===== src/rtl/negate_arbiter.sv =====
// Round-robin arbiter sharing one two's-complement negate unit between two requesters.
// Optional overflow flag output OVF is built when NEG_OVF_EN is defined.
//
// state | meaning
// IDLE  | waiting for REQ0/REQ1, arbitration happens here
// CAPT  | operand latched, grant pulse out, result computed at next edge
// DONE  | result valid, held until RESULT_READY
module negate_arbiter #(
    parameter int WIDTH = 8
) (
    input  logic             CLK,
    input  logic             RESET,
    input  logic             REQ0,
    input  logic [WIDTH-1:0] DATA0,
    input  logic             REQ1,
    input  logic [WIDTH-1:0] DATA1,
    output logic             GNT0,
    output logic             GNT1,
    output logic [WIDTH-1:0] RESULT,
    output logic             RESULT_ID,
    output logic             RESULT_VALID,
    input  logic             RESULT_READY,
    output logic             BUSY
`ifdef NEG_OVF_EN
    ,
    output logic             OVF
`endif
);

    typedef enum logic [1:0] {
        IDLE = 2'd0,
        CAPT = 2'd1,
        DONE = 2'd2
    } state_t;

    state_t           state_q, state_d;
    logic             pri_q, pri_d;
    logic [WIDTH-1:0] op_q, op_d;
    logic             id_q, id_d;
    logic             gnt0_q, gnt0_d;
    logic             gnt1_q, gnt1_d;
    logic [WIDTH-1:0] result_q, result_d;
    logic             result_id_q, result_id_d;
    logic             valid_q, valid_d;
    logic             busy_q, busy_d;
    logic             winner;

`ifdef NEG_OVF_EN
    localparam logic [WIDTH-1:0] MOST_NEG = {1'b1, {(WIDTH-1){1'b0}}};
    logic ovf_q, ovf_d;
`endif

    // A lone requester always wins; on contention the priority bit decides.
    assign winner = (REQ0 && REQ1) ? pri_q : REQ1;

    always_comb begin
        state_d     = state_q;
        pri_d       = pri_q;
        op_d        = op_q;
        id_d        = id_q;
        gnt0_d      = 1'b0;
        gnt1_d      = 1'b0;
        result_d    = result_q;
        result_id_d = result_id_q;
        valid_d     = valid_q;
`ifdef NEG_OVF_EN
        ovf_d       = ovf_q;
`endif
        case (state_q)
            IDLE: begin
                if (REQ0 || REQ1) begin
                    op_d    = winner ? DATA1 : DATA0;
                    id_d    = winner;
                    gnt0_d  = ~winner;
                    gnt1_d  = winner;
                    state_d = CAPT;
                end
            end
            CAPT: begin
                result_d    = ~op_q + WIDTH'(1);
                result_id_d = id_q;
                valid_d     = 1'b1;
`ifdef NEG_OVF_EN
                ovf_d       = (op_q == MOST_NEG);
`endif
                state_d     = DONE;
            end
            DONE: begin
                if (RESULT_READY) begin
                    valid_d = 1'b0;
                    pri_d   = ~id_q;
                    state_d = IDLE;
                end
            end
            default: state_d = IDLE;
        endcase
        busy_d = (state_d != IDLE);
    end

    always_ff @(posedge CLK or negedge RESET) begin
        if (!RESET) begin
            state_q     <= IDLE;
            pri_q       <= 1'b0;
            op_q        <= '0;
            id_q        <= 1'b0;
            gnt0_q      <= 1'b0;
            gnt1_q      <= 1'b0;
            result_q    <= '0;
            result_id_q <= 1'b0;
            valid_q     <= 1'b0;
            busy_q      <= 1'b0;
`ifdef NEG_OVF_EN
            ovf_q       <= 1'b0;
`endif
        end else begin
            state_q     <= state_d;
            pri_q       <= pri_d;
            op_q        <= op_d;
            id_q        <= id_d;
            gnt0_q      <= gnt0_d;
            gnt1_q      <= gnt1_d;
            result_q    <= result_d;
            result_id_q <= result_id_d;
            valid_q     <= valid_d;
            busy_q      <= busy_d;
`ifdef NEG_OVF_EN
            ovf_q       <= ovf_d;
`endif
        end
    end

    assign GNT0         = gnt0_q;
    assign GNT1         = gnt1_q;
    assign RESULT       = result_q;
    assign RESULT_ID    = result_id_q;
    assign RESULT_VALID = valid_q;
    assign BUSY         = busy_q;
`ifdef NEG_OVF_EN
    assign OVF          = ovf_q;
`endif

endmodule


===== config.mk =====
export PLATFORM = sky130hd
export DESIGN_NAME = negate_arbiter
export DESIGN_NICKNAME = d
export VERILOG_FILES = /design/src/rtl/negate_arbiter.sv
export SDC_FILE = /design/constraint.sdc
export NUM_CORES = 1
export LEC_CHECK = 0
export ABC_AREA = 1
export BUFFER_PORTS_ARGS = -buffer_cell sky130_fd_sc_hd__buf_4
export CORE_UTILIZATION = 37
export DETAILED_ROUTE_END_ITERATION = 6
export SLEW_MARGIN = 20
export SYNTH_ARGS = -nofsm -noshare
export SYNTH_HDL_FRONTEND = slang
export SYNTH_SLANG_ARGS = --single-unit

===== constraint.sdc =====
create_clock -name CLK -period 1.1 [get_ports CLK]
set_input_delay 0.165 -clock CLK [delete_from_list [all_inputs] [get_ports CLK]]
set_output_delay 0.165 -clock CLK [all_outputs]
set_load 0.03 [all_outputs]

==> results of run 1 <==
[cell type report]
cell class / count / area (µm²) / area share
multi-input combinational: 98 / 556 / 0.322
sequential: 25 / 627 / 0.363
inverter: 14 / 52.6 / 0.0304
clock buffer: 4 / 26.3 / 0.0152
tap: 31 / 38.8 / 0.0224
timing repair buffer: 51 / 428 / 0.248
[Yosys cell counts]
cell | count | share of area
dfrtp_1 | 25 | 0.54
inv_1 | 10 | 0.032
nor2_2 | 2 | 0.011
a31oi_1 | 9 | 0.048
nand2_1 | 48 | 0.16
o21ai_0 | 4 | 0.017
inv_2 | 4 | 0.013
nand3b_1 | 2 | 0.013
buf_6 | 1 | 0.0097
a21boi_2 | 1 | 0.0097
o21bai_1 | 1 | 0.0065
nor2_4 | 2 | 0.019
o21ai_2 | 2 | 0.015
nand3_1 | 7 | 0.030
ha_1 | 1 | 0.011
nand2_2 | 1 | 0.0054
nor2_1 | 18 | 0.058
buf_4 | 1 | 0.0065
[final timing paths]
kind	from	to	slack (ns)	cells after the start
hold / removal	DATA1[4]	op_q[4]$_DFFE_PN0P_	0.08	3
hold reg to reg	id_q$_DFFE_PN0P_	pri_q$_DFFE_PN0P_	0.47	1
min in group asynchronous	RESET	RESULT[3]$_DFFE_PN0P_	0.27	2
setup / recovery	state_q[1]$_DFF_PN0_	op_q[7]$_DFFE_PN0P_	-0.03	6
setup reg to reg	state_q[1]$_DFF_PN0_	op_q[7]$_DFFE_PN0P_	-0.03	6
max in group asynchronous	RESET	state_q[1]$_DFF_PN0_	0.57	2
[worst max-delay path, stage by stage (launching register included)]
cell and delay [ns]:
dfrtp_2 0.44, inv_2 0.07, nand2_4 0.06, nor2_4 0.17, clkbuf_16 0.17, nor2_2 0.03
a31oi_1 0.14
[through the flow]
stage                     cells  hold slack, ns    TNS, ns   util
after floorplan             139          -0.131          0      -
after global placement      209          0.0820  -0.000646  0.539
after detailed placement    209          0.0864    -0.0702  0.539
after CTS                   216          0.0844    -0.0156  0.562
after global routing        223          0.0656      -1.27  0.606
final                       223          0.0795     -0.140  0.606
[cells by family after synthesis]
family                   after synthesis
AO/OA/AOI/OAI                         17
flip-flops                            25
AND/OR/NAND/NOR                       80
adder cells (fa/ha/maj)                1
buffers and inverters                 16
[per-layer routing]
metal | GRT usage | share of wire | vias up
met4 | 0.0714 | 0.020 | 0
met2 | 0.232 | 0.44 | 32
li1 | - | - | 548
met1 | 0.215 | 0.50 | 465
met5 | 0 | 0 | -
met3 | 0.0201 | 0.041 | 5
[sequential cells by signal (all words and copies together) (netlist names)]
register	count
op_q	8
RESULT_VALID	1
GNT1	1
state_q	2
RESULT	8
RESULT_ID	1
id_q	1
BUSY	1
pri_q	1
GNT0	1
[what timing repair did]
item | 4_1_cts | 5_1_grt
cloned | 0 | 1
buffers inserted | 2 | 6
hold buffers | 1 | 0
hold endpoints to repair | 25 | 0
pin swaps | 2 | 10
resized for setup | 6 | 17
setup endpoints to repair | 13 | 15
[power groups by stage]
| stage | combinational (W) | clock, W | sequential (W) |
|---|---|---|---|
| 2_1_floorplan | 0.00114 | 0 | 0.00206 |
| 3_3_place_gp | 0.00245 | 0 | 0.00163 |
| 3_5_place_dp | 0.00247 | 0 | 0.00165 |
| 4_1_cts | 0.00259 | 0.000417 | 0.00163 |
| 5_1_grt | 0.00331 | 0.000458 | 0.00169 |
| 6_report | 0.00302 | 0.000409 | 0.00164 |
==> flow_metrics.env, run 1 <==
export IMPL_power_switching_w=0.00221
export IMPL_p_leak_nw=0.872
export IMPL_max_clock_path_buffers=2
export IMPL_number_of_hold_violations_in_the_final_report=0
export IMPL_p_clk_frac=0.081
export IMPL_design_power_total_w=0.00507
export IMPL_cap_violations=0
export IMPL_finalSetupViolCount=10
export IMPL_mappedNetlistArea_um2=1160
export IMPL_timing_max_transition_violations_final=0
export IMPL_grt_total_usage=0.152
export IMPL_final_critical_path_required_period_ns=1.13
export IMPL_final_common_cell="buf_4"
export IMPL_place_gp_congestion=0.768
export IMPL_final_antenna_violating_net_count=0
export IMPL_worst_ir_drop_on_vdd_uv=1160
export IMPL_dp_final_hpwl_um=1740
export IMPL_timing_final_ws_setup_ns=-0.0322
export IMPL_placement_io_buffers=33
export IMPL_top_library_cells_by_usage_in_the_layout_fill_and_taps_aside="buf_4 (47), nand2_1 (45), dfrtp_1 (24), nor2_1 (9), a31oi_1 (9)"
export IMPL_die_width_um=58.0
export IMPL_status="finished with violations"
export IMPL_coreArea_um2=2850
export IMPL_routed_via_count=1050
export IMPL_number_of_global_route_vias_before_repair=906
export IMPL_viasPerCell=4.71
export IMPL_clock_tree_root_cell="clkbuf_4"
export IMPL_clock_latency_ns=0.32
export IMPL_hold_path_class="in -> reg"
export IMPL_timing_critical_path_required_ns=1.35
export IMPL_placed_cell_area_um2=1540
export IMPL_maximum_number_of_pins_on_one_net_before_global_route_repair=26
export IMPL_postSynthRegisterBits=25
export IMPL_cts_tree="yes"
export IMPL_final_cell_area_um2=1730
export IMPL_drc_errors_left=2
export IMPL_muxShareOfSynthArea=0
export IMPL_post_route_cells_drive_above_1_share=0.432
export IMPL_tightestPinTransition_ns=0.318
export IMPL_die_area_um2=3370
export IMPL_synth_cell_types=18
export IMPL_cts_buffers=3
export IMPL_post_route_period_util=1.03
export IMPL_die_height_um=58.0
export IMPL_synth_top_family_by_area="simple AND/OR/NAND/NOR gates"
export IMPL_synth_xor_area_frac=0
export IMPL_n_antenna_cell=0
export IMPL_yosys_area_share_simple=0.292
export IMPL_drtIter0Drc=36
export IMPL_grt_first_pass_wirelength_um=3930
export IMPL_area_growth_pct=48.8
export IMPL_violations="design-rule violations, negative setup slack"
export IMPL_gr_total_overflow=0
export IMPL_crit_arrival_ns=1.39
export IMPL_postRouteWirelength_um=2440
export IMPL_boundaryPins=34
export IMPL_fmax_mhz=883
export IMPL_initial_core_utilization=0.407
export IMPL_antenna_found_initial=0
export IMPL_detailedRoute_firstPassIterationCount=6
export IMPL_start_kind="register"
export IMPL_clock_pin_slew_worst_setup_and_hold_paths_ns=0.13
export IMPL_finClkSkew_ns=0.00846
export IMPL_number_of_instances_in_the_synthesized_netlist=139
export IMPL_synth_yosys_warnings=0
export IMPL_intPower_w=0.00286
export IMPL_finish_net_count=215
export IMPL_number_of_filler_cells_placed_in_the_layout=256
export IMPL_rsz0062_at_grt="yes"
export IMPL_critical_path_class="reg -> reg"
export IMPL_clock_sinks=25
export IMPL_cts_max_level=1
export IMPL_p_per_area_nw_per_um2=2930
export IMPL_detail_route_wl_per_cell_um=10.9
export IMPL_row_count=19
export IMPL_slew_headroom=0.788
export IMPL_synth_adder_area_share=0.0108
export IMPL_synth_compound_area_frac=0.0970
export IMPL_part_of_the_total_power_dissipated_in_combinational_logic=0.596
export IMPL_yosysSeqAreaShare=0.539
export IMPL_placement_setup_worst_slack_ns=-0.0561
export IMPL_sequentialPowerShare=0.323
export IMPL_post_syn_area_per_cell_um2=8.35
export IMPL_netSwitchingFraction=0.435
export IMPL_critPathMaxFanout=7
export IMPL_postSynthNetCount=161
export IMPL_crit_path_end_kind="register"
No activity file was read; power rests on OpenSTA's default activity.
==> run 2, diff against run 1 <==
CORE_UTILIZATION = 39   (was 37)
PLACE_DENSITY = 0.65   (was unset)
==> flow_metrics.env, run 2 (same netlist as run 1, synthesis figures left out) <==
export IMPL_number_of_hold_violations_in_the_final_report=0
export IMPL_crit_arrival_ns=1.35
export IMPL_die_area_um2=3200
export IMPL_final_common_cell="nand2_1"
export IMPL_rsz0062_at_grt="yes"
export IMPL_antenna_found_initial=0
export IMPL_final_cell_area_um2=1660
export IMPL_grt_first_pass_wirelength_um=3960
export IMPL_clock_tree_root_cell="clkbuf_4"
export IMPL_fmax_mhz=899
export IMPL_critPathMaxFanout=19
export IMPL_clock_latency_ns=0.31
export IMPL_number_of_global_route_vias_before_repair=925
export IMPL_dp_final_hpwl_um=1690
export IMPL_viasPerCell=4.68
export IMPL_critical_path_class="reg -> reg"
export IMPL_p_leak_nw=0.845
export IMPL_routed_via_count=1024
export IMPL_boundaryPins=34
export IMPL_crit_path_end_kind="register"
export IMPL_timing_critical_path_required_ns=1.34
export IMPL_final_critical_path_required_period_ns=1.11
export IMPL_placement_io_buffers=33
export IMPL_finalSetupViolCount=3
export IMPL_netSwitchingFraction=0.441
export IMPL_postRouteWirelength_um=2310
export IMPL_initial_core_utilization=0.417
export IMPL_timing_max_transition_violations_final=0
export IMPL_die_height_um=56.6
export IMPL_drtIter0Drc=17
export IMPL_final_antenna_violating_net_count=0
export IMPL_whs_ns=0.0875
export IMPL_violations="negative setup slack"
export IMPL_start_kind="register"
export IMPL_power_switching_w=0.00211
export IMPL_part_of_the_total_power_dissipated_in_combinational_logic=0.567
export IMPL_post_route_period_util=1.01
export IMPL_cts_tree="yes"
export IMPL_finalNonFillerCells=219
export IMPL_finClkSkew_ns=0.00484
export IMPL_area_growth_pct=43.0
export IMPL_post_place_cells=208
export IMPL_clock_sinks=25
export IMPL_place_gp_congestion=0.791
export IMPL_die_width_um=56.6
export IMPL_maximum_number_of_pins_on_one_net_before_global_route_repair=26
export IMPL_timing_final_ws_setup_ns=-0.0120
export IMPL_sequentialPowerShare=0.348
export IMPL_layout_core_utilization=0.597
export IMPL_detail_route_wl_per_cell_um=10.5
export IMPL_n_antenna_cell=0
export IMPL_worst_ir_drop_on_vdd_uv=1710
export IMPL_gr_total_overflow=0
export IMPL_placed_cell_area_um2=1530
export IMPL_hold_path_class="in -> reg"
export IMPL_max_clock_path_buffers=2
export IMPL_grt_total_usage=0.158
export IMPL_post_route_cells_drive_above_1_share=0.404
export IMPL_coreArea_um2=2780
export IMPL_cap_violations=0
export IMPL_cts_buffers=3
export IMPL_p_clk_frac=0.084
export IMPL_status="finished with violations"
export IMPL_finish_net_count=211
export IMPL_row_count=19
export IMPL_drc_errors_left=0
export IMPL_detailedRoute_firstPassIterationCount=4
export IMPL_cts_max_level=1
export IMPL_p_per_area_nw_per_um2=2880
export IMPL_top_library_cells_by_usage_in_the_layout_fill_and_taps_aside="nand2_1 (45), buf_4 (44), dfrtp_1 (23), nor2_1 (14), a31oi_1 (9)"
export IMPL_intPower_w=0.00267
export IMPL_slew_headroom=0.793
export IMPL_clock_pin_slew_worst_setup_and_hold_paths_ns=0.14
export IMPL_tightestPinTransition_ns=0.311
==> run 2: final timing paths <==
check / start / cells past startpoint / slack (ns) / to
worst max-delay path: state_q[1]$_DFF_PN0_ / 6 / -0.01 / op_q[4]$_DFFE_PN0P_
worst min-delay path: DATA1[2] / 3 / 0.09 / op_q[2]$_DFFE_PN0P_
worst max register to register: state_q[1]$_DFF_PN0_ / 6 / -0.01 / op_q[4]$_DFFE_PN0P_
worst min register to register: id_q$_DFFE_PN0P_ / 1 / 0.48 / pri_q$_DFFE_PN0P_
max in group asynchronous: RESET / 2 / 0.57 / state_q[1]$_DFF_PN0_
min in group asynchronous: RESET / 2 / 0.27 / RESULT[2]$_DFFE_PN0P_
==> run 2: metal layers <==
layer | GRT usage | part of all wire
met5 | 0 | 0
met3 | 0.0138 | 0.032
met1 | 0.228 | 0.49
met4 | 0.0732 | 0.012
met2 | 0.239 | 0.47
==> run 2: per-stage QoR <==
stage          TNS, ns  setup slack [ns]  power [W]
2_1_floorplan        0           0.00916    0.00320
3_3_place_gp         0           0.00557    0.00405
3_5_place_dp   -0.0494           -0.0273    0.00409
4_1_cts        -0.0504           -0.0204    0.00455
5_1_grt         -0.794            -0.106    0.00519
6_report       -0.0214           -0.0120    0.00479
==> run 2: final cells by class <==
cell class	instances	area [µm²]
clock buffer	3	22.5
timing repair buffer	47	380
tap	31	38.8
clock inverter	1	5.00
inverter	14	52.6
fill	263	1120
multi-input combinational	98	533
sequential	25	628
==> run 2: timing repair <==
action	in CTS	in global routing
pin swaps	1	8
hold buffers	1	0
buffers inserted	1	5
endpoints found under the setup margin	12	18
hold endpoints to repair	25	0
resized for setup	4	13
==> run 2: power groups by stage <==
stage | Combinational [W] | Sequential (W) | Clock (W)
2_1_floorplan | 0.00114 | 0.00206 | 0
3_3_place_gp | 0.00242 | 0.00163 | 0
3_5_place_dp | 0.00244 | 0.00165 | 0
4_1_cts | 0.00249 | 0.00164 | 0.000422
5_1_grt | 0.00302 | 0.00171 | 0.000462
6_report | 0.00272 | 0.00167 | 0.000403
==> run 2: worst max-delay path, stage by stage, from the launching register on <==
cell and delay (ns):
dfrtp_2 0.47, inv_2 0.08, nand2_4 0.06, nor2_4 0.10, buf_12 0.15, nor2_1 0.04
a31oi_1 0.14
